===== config.mk =====
export PLATFORM = sky130hd
export DESIGN_NAME = game_timer_ctrl_flat
export DESIGN_NICKNAME = d
export VERILOG_FILES = /design/src/rtl/game_timer_if.sv /design/src/rtl/game_timer_ctrl.sv /design/src/flat_wrapper.sv
export SDC_FILE = /design/constraint.sdc
export NUM_CORES = 1
export LEC_CHECK = 0
export ABC_AREA = 1
export CAP_MARGIN = 10
export CORE_ASPECT_RATIO = 1.4
export CORE_MARGIN = 2
export CORE_UTILIZATION = 50
export CTS_BUF_LIST = sky130_fd_sc_hd__clkbuf_2
export CTS_CLUSTER_DIAMETER = 50
export DETAILED_ROUTE_END_ITERATION = 12
export PLACE_DENSITY_LB_ADDON = 0.05
export SLEW_MARGIN = 15
export SYNTH_ARGS = -nofsm -noshare
export SYNTH_HDL_FRONTEND = slang
export SYNTH_SLANG_ARGS = --single-unit

===== constraint.sdc =====
create_clock -name clk -period 2 [get_ports clk]
set_input_delay 0.3 -clock clk [delete_from_list [all_inputs] [get_ports clk]]
set_output_delay 0.3 -clock clk [all_outputs]
set_load 0.005 [all_outputs]

===== src/rtl/game_timer_if.sv =====
// Control/status bundle between the game FSM and the countdown timer.
interface game_timer_if #(
  parameter int unsigned TIME_W = 7
);
  logic              tick;
  logic              start;
  logic              pause;
  logic              load;
  logic [TIME_W-1:0] load_val;
  logic [TIME_W-1:0] time_out;
  logic              running;
  logic              paused;
  logic              warn;
  logic              done;
  logic              expired;

  modport master (
    output tick, start, pause, load, load_val,
    input  time_out, running, paused, warn, done, expired
  );

  modport slave (
    input  tick, start, pause, load, load_val,
    output time_out, running, paused, warn, done, expired
  );
endinterface


===== src/rtl/game_timer_ctrl.sv =====
// Game countdown timer paced by a 100 ms tick strobe: pause/resume, runtime
// preset load, low-time warning, one-cycle done pulse, optional auto-reload.
module game_timer_ctrl #(
  parameter int unsigned TICKS_PER_UNIT = 10,
  parameter int unsigned TIME_W         = 7,
  parameter int unsigned DEFAULT_TIME   = 30,
  parameter int unsigned WARN_TIME      = 5,
  parameter int unsigned AUTO_RELOAD    = 0
) (
  input  logic        clk,
  input  logic        rst,
  game_timer_if.slave tmr
);

  localparam int unsigned       SUB_W    = (TICKS_PER_UNIT > 1) ? $clog2(TICKS_PER_UNIT) : 1;
  localparam logic [SUB_W-1:0]  SUB_LAST = SUB_W'(TICKS_PER_UNIT - 1);
  localparam logic [TIME_W-1:0] DEF_T    = TIME_W'(DEFAULT_TIME);
  localparam logic [TIME_W-1:0] WARN_T   = TIME_W'(WARN_TIME);
  localparam logic [TIME_W-1:0] ONE_T    = TIME_W'(1);

  typedef enum logic [1:0] {
    S_IDLE    = 2'd0,
    S_RUN     = 2'd1,
    S_PAUSE   = 2'd2,
    S_EXPIRED = 2'd3
  } state_t;

  state_t            state_q, state_d;
  logic [TIME_W-1:0] preset_q, preset_d;
  logic [TIME_W-1:0] time_q, time_d;
  logic [SUB_W-1:0]  sub_q, sub_d;
  logic              done_q, done_d;
  logic              warn_q, warn_d;
  logic              running_q, paused_q, expired_q;

  always_comb begin
    preset_d = tmr.load ? tmr.load_val : preset_q;
    state_d  = state_q;
    time_d   = time_q;
    sub_d    = sub_q;
    done_d   = 1'b0;

    // start wins in every state and sees a same-cycle load through preset_d
    if (tmr.start) begin
      sub_d = '0;
      if ((preset_d == '0) && (AUTO_RELOAD == 0)) begin
        state_d = S_EXPIRED;
        time_d  = '0;
        done_d  = 1'b1;
      end else begin
        state_d = S_RUN;
        time_d  = preset_d;
      end
    end else begin
      case (state_q)
        S_IDLE: begin
          if (tmr.load) time_d = tmr.load_val;
        end
        S_RUN: begin
          if (tmr.pause) begin
            state_d = S_PAUSE;
          end else if (tmr.tick) begin
            if (sub_q == SUB_LAST) begin
              sub_d = '0;
              if (time_q <= ONE_T) begin
                done_d = 1'b1;
                if (AUTO_RELOAD != 0) begin
                  time_d = preset_q;
                end else begin
                  time_d  = '0;
                  state_d = S_EXPIRED;
                end
              end else begin
                time_d = time_q - ONE_T;
              end
            end else begin
              sub_d = sub_q + 1'b1;
            end
          end
        end
        S_PAUSE: begin
          if (!tmr.pause) state_d = S_RUN;
        end
        S_EXPIRED: begin
          time_d = '0;
        end
        default: begin
          state_d  = S_IDLE;
          time_d   = DEF_T;
          sub_d    = '0;
          preset_d = DEF_T;
        end
      endcase
    end

    warn_d = ((state_d == S_RUN) || (state_d == S_PAUSE)) && (time_d <= WARN_T);
  end

  always_ff @(posedge clk or posedge rst) begin
    if (rst) begin
      state_q   <= S_IDLE;
      preset_q  <= DEF_T;
      time_q    <= DEF_T;
      sub_q     <= '0;
      done_q    <= 1'b0;
      warn_q    <= 1'b0;
      running_q <= 1'b0;
      paused_q  <= 1'b0;
      expired_q <= 1'b0;
    end else begin
      state_q   <= state_d;
      preset_q  <= preset_d;
      time_q    <= time_d;
      sub_q     <= sub_d;
      done_q    <= done_d;
      warn_q    <= warn_d;
      running_q <= (state_d == S_RUN);
      paused_q  <= (state_d == S_PAUSE);
      expired_q <= (state_d == S_EXPIRED);
    end
  end

  assign tmr.time_out = time_q;
  assign tmr.running  = running_q;
  assign tmr.paused   = paused_q;
  assign tmr.warn     = warn_q;
  assign tmr.done     = done_q;
  assign tmr.expired  = expired_q;

endmodule


===== src/flat_wrapper.sv =====
// flat-port wrapper written by rule: the top's interface ports become plain ports
module game_timer_ctrl_flat 
#(
  parameter int unsigned TICKS_PER_UNIT = 10,
  parameter int unsigned TIME_W         = 7,
  parameter int unsigned DEFAULT_TIME   = 30,
  parameter int unsigned WARN_TIME      = 5,
  parameter int unsigned AUTO_RELOAD    = 0
)
  (clk, rst, tmr_tick, tmr_start, tmr_pause, tmr_load, tmr_load_val, tmr_time_out, tmr_running, tmr_paused, tmr_warn, tmr_done, tmr_expired);
  game_timer_if #(.TIME_W(TIME_W)) tmr_i ();
  input  logic clk;
  input  logic rst;
  input wire logic [$bits(tmr_i.tick)-1:0] tmr_tick;
  input wire logic [$bits(tmr_i.start)-1:0] tmr_start;
  input wire logic [$bits(tmr_i.pause)-1:0] tmr_pause;
  input wire logic [$bits(tmr_i.load)-1:0] tmr_load;
  input wire logic [$bits(tmr_i.load_val)-1:0] tmr_load_val;
  output wire logic [$bits(tmr_i.time_out)-1:0] tmr_time_out;
  output wire logic [$bits(tmr_i.running)-1:0] tmr_running;
  output wire logic [$bits(tmr_i.paused)-1:0] tmr_paused;
  output wire logic [$bits(tmr_i.warn)-1:0] tmr_warn;
  output wire logic [$bits(tmr_i.done)-1:0] tmr_done;
  output wire logic [$bits(tmr_i.expired)-1:0] tmr_expired;
  assign tmr_i.tick = tmr_tick;
  assign tmr_i.start = tmr_start;
  assign tmr_i.pause = tmr_pause;
  assign tmr_i.load = tmr_load;
  assign tmr_i.load_val = tmr_load_val;
  assign tmr_time_out = tmr_i.time_out;
  assign tmr_running = tmr_i.running;
  assign tmr_paused = tmr_i.paused;
  assign tmr_warn = tmr_i.warn;
  assign tmr_done = tmr_i.done;
  assign tmr_expired = tmr_i.expired;
  game_timer_ctrl #(.TICKS_PER_UNIT(TICKS_PER_UNIT), .TIME_W(TIME_W), .DEFAULT_TIME(DEFAULT_TIME), .WARN_TIME(WARN_TIME), .AUTO_RELOAD(AUTO_RELOAD)) u_core (.clk(clk), .rst(rst), .tmr(tmr_i));
endmodule

==> flow_metrics.py, run 1 <==
metrics = {
    "worst_setup_path": {
        "rrSetupSlack_ns": -0.02,
        "worstReg2RegStart": "u_core.tmr.time_out[1]",
        "end_kind": "register",
        "worstRegToRegCells": 13,
        "reg2reg_to": "u_core.tmr.warn",
        "crit_path_max_fanout": 2,
        "crit_path_end": "u_core.tmr.warn",
        "startpoint": "u_core.tmr.time_out[1]",
        "path_class": "reg -> reg",
        "crit_arrival_ns": 2.33,
        "cp-start-kind": "register",
        "required_ns": 2.31,
    },
    "synthesis": {
        "yosys-top-cells-count": "nand2_1, inv_1, a21oi_1",
        "ys.warnings.count": 0,
        "synth_cells": 225,
        "synth.most_common_cell": "nand2_1",
        "syn-num-nets": 248,
        "seq_area_frac_synth": 0.383,
        "ys_async_sr_fraction": 1.00,
        "yosysTopAreaCell": "dfrtp_1",
        "synth_cell_types": 28,
        "synthTopCellsByArea": "dfrtp_1, nand2_1, dfstp_2, a21oi_1, ha_1",
        "synth-edff-count": 0,
        "synth_top_area_frac": 0.256,
        "syn_area_per_cell_um2": 7.38,
        "syn_area_um2": 1660,
        "ys_ff_latch": 25,
        "ys.flop_type": "dfrtp_1",
    },
    "sta": {
        "fin_skew_ns": 0.00605,
        "post-route-min-period_ns": 2.02,
        "fin_crit_sh": 1.01,
        "rsz0062_at_grt": "true",
        "tns_ns": -0.0232,
        "slew-limit-headroom": 0.680,
        "setup_violations": 1,
        "hold_slack_ns": 0.276,
        "setup_ws_ns": -0.0232,
        "drv_slew": 0,
        "fmax_mhz": 494,
        "hold_viol": 0,
        "worst_pin_slew_ns": 0.476,
    },
    "clocking": {
        "numCtsBuffers": 3,
        "clkSinkCount": 25,
        "htreeDepth": 1,
        "clk_latency_ns": 0.35,
        "clkSlewWorstSetupHoldPaths_ns": 0.24,
        "cts-root-buf": "clkbuf_2",
        "cts_tree": "yes",
        "cts_buffer_depth": 2,
    },
    "detailed_routing": {
        "avgViaCountPerCell": 5.12,
        "drt_first_pass_iters": 4,
        "routedWlPerCell_um": 13.3,
        "drc": 0,
        "ant_nets": 0,
        "wirelength_um": 4480,
        "via_count": 1721,
        "drt_iter0_drc": 60,
    },
    "layout": {
        "final_cell_area_um2": 2410,
        "multi_input_area_um2": 981,
        "fin_nets": 321,
        "regArea_um2": 636,
        "areaGrowthSynthToFinish_pct": 45.1,
        "n_fill_cell": 257,
        "drive_gt1_frac": 0.300,
        "diodes": 0,
    },
    "floorplanning": {
        "die_w_um": 52.7,
        "io_pins": 25,
        "core-area_um2": 3150,
        "die_area_um2": 3800,
        "start_util": 0.527,
        "die_h_um": 72.2,
        "fp-row-count": 24,
    },
    "min_path": {
        "hold_class": "in -> async",
    },
    "status": {
        "violations": "setup timing",
        "status": "complete, but fails checks",
    },
    "power": {
        "ir_drop_mv": 0.764,
        "powerDensity_nw_per_um2": 1040,
        "p_leak_nw": 1.19,
    },
    "run": {
        "maxCapViolCount": 0,
    },
    "grt": {
        "antenna_found_initial": 0,
        "grt_pass1_wl_um": 7790,
        "grt_pass1_vias": 1812,
        "grt_max_degree": 26,
        "grt_use_total": 0.269,
        "overflow": 0,
    },
    "placed_design": {
        "port_buffers": 24,
        "dp_worst_setup_slack_ns": -0.301,
        "gp_congestion": 0.851,
        "post-dp-hpwl_um": 3480,
        "placed_cell_area_um2": 2280,
    },
}
[per-stage QoR]
step                power (mW)  std cells   util
global route              2.71        336  0.764
floorplan                 1.40        225      -
CTS                       2.40        335  0.747
finish                    2.51        336  0.764
detailed placement        2.07        331  0.723
global placement          2.06        331  0.723
[report_power, final]
part	internal (mW)	switching [mW]	total (mW)	leakage (nW)
Combinational	0.770	0.814	1.58	0.874
Sequential	0.644	0.0718	0.716	0.303
Clock	0.0528	0.154	0.207	0.0166
[sequential cells by signal, summed over array words and instances, names as in the netlist]
register and flops:
u_core.tmr.warn 1, u_core.state_q 2, u_core.tmr.time_out 7, u_core.tmr.done 1, u_core.tmr.paused 1, u_core.preset_q 7
u_core.tmr.running 1, u_core.sub_q 4, u_core.tmr.expired 1
[worst max-delay path, stage by stage, from the launching register on]
cell and delay [ns]:
dfstp_2 0.59, inv_2 0.05, ha_4 0.14, o21bai_4 0.16, nand4_1 0.10, nand2_1 0.09, nand3_2 0.08, a21oi_2 0.06
nor3_2 0.18, inv_2 0.09, ha_4 0.22, inv_2 0.06, nand3_2 0.07, nor2_2 0.10
[placed cells by master (no fill, tap or decap)]
master / count
a21boi_1: 1
a21oi_1: 23
a21oi_2: 2
a21oi_4: 2
buf_4: 47
clkbuf_2: 4
clkdlybuf4s50_1: 24
dfrtp_1: 17
dfstp_2: 8
ha_1: 7
ha_4: 3
inv_1: 29
inv_2: 6
nand2_1: 62
nand2_2: 3
nand3_1: 12
nand3_2: 3
nand4_1: 5
nor2_1: 10
nor2_2: 2
nor2_4: 4
nor3_2: 1
nor4_2: 1
o21ai_0: 14
o21ai_2: 1
o21bai_4: 1
o22ai_1: 1
o311ai_4: 1
o31ai_1: 1
xor2_1: 2
[area by class of cell]
type	instances	area share
flip-flops and latches	25	0.264
multi-input cells	162	0.407
inverters	35	0.0545
repair buffers	71	0.246
well taps	39	0.0202
clock buffers	4	0.00831
[cells by family after synthesis]
family | count (synthesis) | synth area share
fa+ha+maj | 10 | 0.0754
buf+inv | 38 | 0.0874
compound gates | 47 | 0.161
xor+xnor | 2 | 0.0106
flops | 25 | 0.383
simple gates | 103 | 0.283
[how the worst min path moves through the flow]
stage,start,endpoint,slack [ns],depth (start not counted)
detailed placement,u_core.preset_q[2],u_core.preset_q[2],0.47,2
CTS,rst,u_core.tmr.running,0.28,3
global route,rst,u_core.state_q[1],0.32,3
finish,rst,u_core.tmr.running,0.28,3
floorplan,rst,u_core.preset_q[0],0.32,1
global placement,u_core.preset_q[2],u_core.preset_q[2],0.47,2
[per-layer routing]
layer | track usage | part of all wire | up-vias
met5 | 0 | 0 | -
li1 | - | - | 868
met2 | 0.504 | 0.53 | 49
met4 | 0.0855 | 0.026 | 0
met1 | 0.307 | 0.40 | 789
met3 | 0.0288 | 0.038 | 15
[what timing repair did]
| action | CTS | global route |
|---|---|---|
| setup endpoints to repair | 3 | 3 |
| hold endpoints to repair | 0 | 0 |
| pin swaps | 5 | 5 |
| resized for setup | 12 | 9 |
| setup buffers | 1 | 2 |
| hold buffers | 0 | 0 |
Power figures use the tool's default switching activity.
==> run 2, diff against run 1 <==
--- a/config.mk
+++ b/config.mk
@@ -7,11 +7,11 @@
 export LEC_CHECK = 0
 export ABC_AREA = 1
 export CAP_MARGIN = 10
-export CORE_ASPECT_RATIO = 1.4
 export CORE_MARGIN = 2
 export CORE_UTILIZATION = 50
 export CTS_BUF_LIST = sky130_fd_sc_hd__clkbuf_2
 export CTS_CLUSTER_DIAMETER = 50
+export CTS_CLUSTER_SIZE = 16
 export DETAILED_ROUTE_END_ITERATION = 12
 export PLACE_DENSITY_LB_ADDON = 0.05
 export SLEW_MARGIN = 15
==> flow_metrics.py, run 2 (synthesis gave the netlist of run 1 again) <==
metrics = {
    "status": {
        "status": "complete, but fails checks",
        "violations": "setup timing",
    },
    "clocking": {
        "cts_tree": "yes",
        "holdBufCountCts": 0,
        "numCtsBuffers": 3,
        "clk_latency_ns": 0.34,
        "clkSinkCount": 25,
        "htreeDepth": 1,
        "cts_buffer_depth": 2,
        "cts-root-buf": "clkbuf_2",
        "clkSlewWorstSetupHoldPaths_ns": 0.23,
    },
    "grt": {
        "antenna_found_initial": 0,
        "grt_max_degree": 26,
        "grt_use_total": 0.256,
        "grt_pass1_wl_um": 7140,
        "overflow": 0,
        "grt_pass1_vias": 1602,
    },
    "sta": {
        "slew-limit-headroom": 0.760,
        "post-route-min-period_ns": 2.05,
        "fin_crit_sh": 1.02,
        "fin_skew_ns": 0.00140,
        "setup_violations": 2,
        "fmax_mhz": 488,
        "rsz0062_at_grt": "true",
        "setup_ws_ns": -0.0476,
        "drv_slew": 0,
        "hold_viol": 0,
        "worst_pin_slew_ns": 0.358,
    },
    "placed_design": {
        "port_buffers": 24,
        "placedCellCount": 327,
        "dp_worst_setup_slack_ns": -0.316,
        "gp_congestion": 0.911,
        "placed_cell_area_um2": 2220,
        "post-dp-hpwl_um": 3250,
    },
    "layout": {
        "areaGrowthSynthToFinish_pct": 41.3,
        "multi_input_area_um2": 961,
        "final_cells": 334,
        "fin_nets": 314,
        "regArea_um2": 636,
        "drive_gt1_frac": 0.279,
        "diodes": 0,
        "final_cell_area_um2": 2350,
        "utilization": 0.756,
        "most-common-layout-cells": "nand2_1, buf_4, inv_1",
        "n_fill_cell": 265,
        "layout_commonest_cell": "nand2_1",
    },
    "worst_setup_path": {
        "required_ns": 2.27,
        "end_kind": "register",
        "crit_path_max_fanout": 2,
        "worstReg2RegStart": "u_core.tmr.time_out[1]",
        "cp-start-kind": "register",
        "crit_arrival_ns": 2.32,
        "startpoint": "u_core.tmr.time_out[1]",
        "path_class": "reg -> reg",
    },
    "detailed_routing": {
        "avgViaCountPerCell": 5.16,
        "drc": 0,
        "drt_iter0_drc": 107,
        "via_count": 1725,
        "drt_first_pass_iters": 4,
        "wirelength_um": 4340,
        "ant_nets": 0,
        "routedWlPerCell_um": 13.0,
    },
    "power": {
        "ir_drop_mv": 0.566,
        "p_total_mw": 2.36,
        "powerDensity_nw_per_um2": 1010,
        "p_leak_nw": 1.15,
    },
    "floorplanning": {
        "io_pins": 25,
        "fp-row-count": 20,
        "die_h_um": 61.6,
        "die_w_um": 61.6,
        "die_area_um2": 3800,
        "start_util": 0.535,
        "core-area_um2": 3100,
    },
    "min_path": {
        "hold_class": "in -> async",
    },
    "run": {
        "maxCapViolCount": 0,
    },
}
==> run 2: cell types whose count changed in the layout (fill, tap and decap cells not counted), sizes merged <==
cell  delta
buf      -7
==> run 2: path summary, 6_finish.rpt <==
| kind | endpoint | slack [ns] | cells past startpoint |
|---|---|---|---|
| max | u_core.tmr.expired | -0.05 | 12 |
| min | u_core.sub_q[0] | 0.26 | 3 |
| max reg2reg | u_core.tmr.expired | -0.05 | 12 |
| min reg2reg | u_core.preset_q[3] | 0.54 | 2 |
| max in group asynchronous | u_core.tmr.time_out[2] | 1.45 | 3 |
| min in group clk | u_core.preset_q[3] | 0.52 | 3 |
==> run 2: stage by stage <==
step | TNS [ns] | hold WS, ns
detailed placement | -0.699 | 0.511
CTS | -0.106 | 0.254
finish | -0.0791 | 0.260
floorplan | -0.0513 | 0.321
global placement | -0.310 | 0.512
global route | -0.338 | 0.275
==> run 2: layer usage <==
| metal | vias to the layer above | GRT usage | wire (um) |
|---|---|---|---|
| met5 | - | 0 | 0 |
| met4 | 0 | 0.0669 | 25 |
| met3 | 6 | 0.0294 | 195 |
| met2 | 55 | 0.436 | 2210 |
| met1 | 804 | 0.344 | 1900 |
| li1 | 860 | - | - |
==> run 2: layout make-up <==
| type | instances | area share |
|---|---|---|
| Multi-Input combinational cell | 162 | 0.410 |
| Sequential cell | 25 | 0.271 |
| Timing Repair Buffer | 64 | 0.230 |
| Inverter | 35 | 0.0571 |
| Tap cell | 44 | 0.0235 |
| Clock buffer | 4 | 0.00853 |
==> run 2: report_power, final <==
| part | switching (mW) | internal [mW] | total, mW |
|---|---|---|---|
| sequential | 0.0793 | 0.644 | 0.723 |
| combinational | 0.762 | 0.675 | 1.44 |
| clock | 0.149 | 0.0528 | 0.202 |
| total | 0.991 | 1.37 | 2.36 |
==> run 2: what timing repair did <==
action | CTS | global route
buffers inserted | 1 | 2
gates resized for setup | 9 | 10
pin swaps | 5 | 7
endpoints found under the setup margin | 3 | 3
==> run 2: worst max-delay path: stages (launching register included) <==
cell	delay [ns]
dfstp_2	0.59
inv_2	0.05
ha_4	0.14
o21bai_4	0.16
nand4_1	0.10
nand2_1	0.08
nand3_2	0.07
a21oi_2	0.06
nor3_2	0.21
inv_2	0.09
buf_4	0.13
buf_4	0.13
ha_2	0.16
==> run 3, diff against run 2 <==
--- a/config.mk
+++ b/config.mk
@@ -13,8 +13,11 @@
 export CTS_CLUSTER_DIAMETER = 50
 export CTS_CLUSTER_SIZE = 16
 export DETAILED_ROUTE_END_ITERATION = 12
+export GPL_ROUTABILITY_DRIVEN = 0
+export MAX_ROUTING_LAYER = met4
 export PLACE_DENSITY_LB_ADDON = 0.05
 export SLEW_MARGIN = 15
 export SYNTH_ARGS = -nofsm -noshare
 export SYNTH_HDL_FRONTEND = slang
 export SYNTH_SLANG_ARGS = --single-unit
+export TNS_END_PERCENT = 30
==> flow_metrics.py, run 3 (synthesis gave the netlist of run 1 again) <==
metrics = {
    "layout": {
        "areaGrowthSynthToFinish_pct": 41.6,
        "fin_nets": 317,
        "final_cells": 337,
        "diodes": 0,
        "layout_commonest_cell": "nand2_1",
        "most-common-layout-cells": "nand2_1, buf_4, inv_1",
        "final_cell_area_um2": 2350,
        "utilization": 0.758,
        "drive_gt1_frac": 0.280,
    },
    "sta": {
        "rsz0062_at_grt": "true",
        "fin_crit_sh": 1.01,
        "hold_viol": 0,
        "fin_skew_ns": 0.00304,
        "setup_violations": 1,
        "drv_slew": 0,
        "setup_ws_ns": -0.0200,
        "slew-limit-headroom": 0.737,
        "worst_pin_slew_ns": 0.391,
        "post-route-min-period_ns": 2.02,
        "fmax_mhz": 495,
    },
    "detailed_routing": {
        "drc": 0,
        "ant_nets": 0,
        "avgViaCountPerCell": 4.96,
        "wirelength_um": 4190,
        "drt_first_pass_iters": 4,
        "drt_iter0_drc": 83,
        "routedWlPerCell_um": 12.4,
        "via_count": 1670,
    },
    "worst_setup_path": {
        "cp_common_cell": "inv_1",
        "worstRegToRegCells": 13,
        "startpoint": "u_core.tmr.time_out[1]",
        "critPathMaxStageDelay_ns": 0.59,
        "reg2reg_to": "u_core.tmr.warn",
        "required_ns": 2.30,
        "rrSetupSlack_ns": -0.02,
        "slowest_stage": "dfstp_2",
        "end_kind": "register",
        "cp-start-kind": "register",
        "path_cells": "inv_2 -> ha_4 -> o21bai_4 -> nand4_1 -> nand2_1 -> nand3_2 -> a21oi_2 -> nor3_2 -> inv_1 -> ha_1 -> inv_1 -> nand3_1 -> nor2_1",
        "worstReg2RegStart": "u_core.tmr.time_out[1]",
        "path_class": "reg -> reg",
        "crit_path_max_fanout": 2,
        "crit_path_end": "u_core.tmr.warn",
        "crit_arrival_ns": 2.32,
    },
    "power": {
        "ir_drop_mv": 0.692,
        "p_total_mw": 2.33,
        "powerDensity_nw_per_um2": 992,
        "p_leak_nw": 1.16,
    },
    "placed_design": {
        "placedCellCount": 329,
        "port_buffers": 24,
        "placed_cell_area_um2": 2230,
        "post-dp-hpwl_um": 3180,
    },
    "clocking": {
        "clk_latency_ns": 0.34,
        "cts_buffer_depth": 2,
        "clkSinkCount": 25,
        "htreeDepth": 1,
        "cts-root-buf": "clkbuf_2",
        "clkSlewWorstSetupHoldPaths_ns": 0.23,
        "numCtsBuffers": 3,
        "cts_tree": "yes",
    },
    "floorplanning": {
        "die_area_um2": 3800,
        "fp-row-count": 20,
        "start_util": 0.535,
        "die_h_um": 61.6,
        "io_pins": 25,
        "die_w_um": 61.6,
        "core-area_um2": 3100,
    },
    "grt": {
        "overflow": 0,
        "grt_max_degree": 26,
        "grt_use_total": 0.257,
        "antenna_found_initial": 0,
        "grt_pass1_vias": 1595,
        "grt_pass1_wl_um": 6940,
    },
    "run": {
        "maxCapViolCount": 0,
    },
    "status": {
        "status": "complete, but fails checks",
        "violations": "setup timing",
    },
    "min_path": {
        "hold_class": "in -> async",
    },
}
[run 3: worst max-delay path, delay by kind of cell (launching register included)]
family / cells / cell delay [ns]
flops: 1 / 0.59
simple gates: 6 / 0.54
fa+ha+maj: 2 / 0.42
compound gates: 2 / 0.22
buf+inv: 3 / 0.21
[run 3: metrics by stage]
stage          TNS [ns]  hold slack [ns]  setup WS (ns)
2_1_floorplan   -0.0513            0.321        -0.0513
3_3_place_gp     -0.312            0.522         -0.175
3_5_place_dp     -0.505            0.521         -0.240
6_report        -0.0200            0.261        -0.0200
5_1_grt          -0.237            0.314         -0.143
4_1_cts         -0.0446            0.263        -0.0446
[run 3: where the power goes]
| part | leakage (nW) | switching [mW] | total (mW) | internal (mW) |
|---|---|---|---|---|
| clock | 0.0166 | 0.151 | 0.204 | 0.0528 |
| combinational | 0.844 | 0.720 | 1.40 | 0.678 |
| sequential | 0.303 | 0.0853 | 0.730 | 0.644 |
| total | 1.16 | 0.956 | 2.33 | 1.38 |
[run 3: worst min path at each step]
stage,end,from,slack (ns),cells past startpoint
5_1_grt,u_core.state_q[1],rst,0.31,3
2_1_floorplan,u_core.preset_q[0],rst,0.32,1
4_1_cts,u_core.sub_q[0],rst,0.26,3
3_5_place_dp,u_core.preset_q[3],u_core.preset_q[3],0.52,2
6_report,u_core.tmr.paused,rst,0.26,3
3_3_place_gp,u_core.preset_q[3],u_core.preset_q[3],0.52,2
[run 3: per-layer routing]
layer,vias to the layer above,global-route usage,routed length (um)
met1,763,0.336,1940
met3,4,0.0189,183
met4,0,0.0973,36
li1,866,-,-
met2,37,0.415,2040
met5,-,-,0
[run 3: final cells by class]
cell class | count | area [um2]
Multi-Input combinational cell | 162 | 946
Fill cell | 261 | 752
Sequential cell | 25 | 636
Timing Repair Buffer | 67 | 563
Inverter | 35 | 131
Tap cell | 44 | 55.1
Clock buffer | 4 | 20.0
[run 3: what timing repair did]
item / 4_1_cts / 5_1_grt
pin swaps: 7 / 7
setup endpoints to repair: 3 / 3
resized for setup: 9 / 7
setup buffers: 3 / 1
hold buffers: 0 / 0
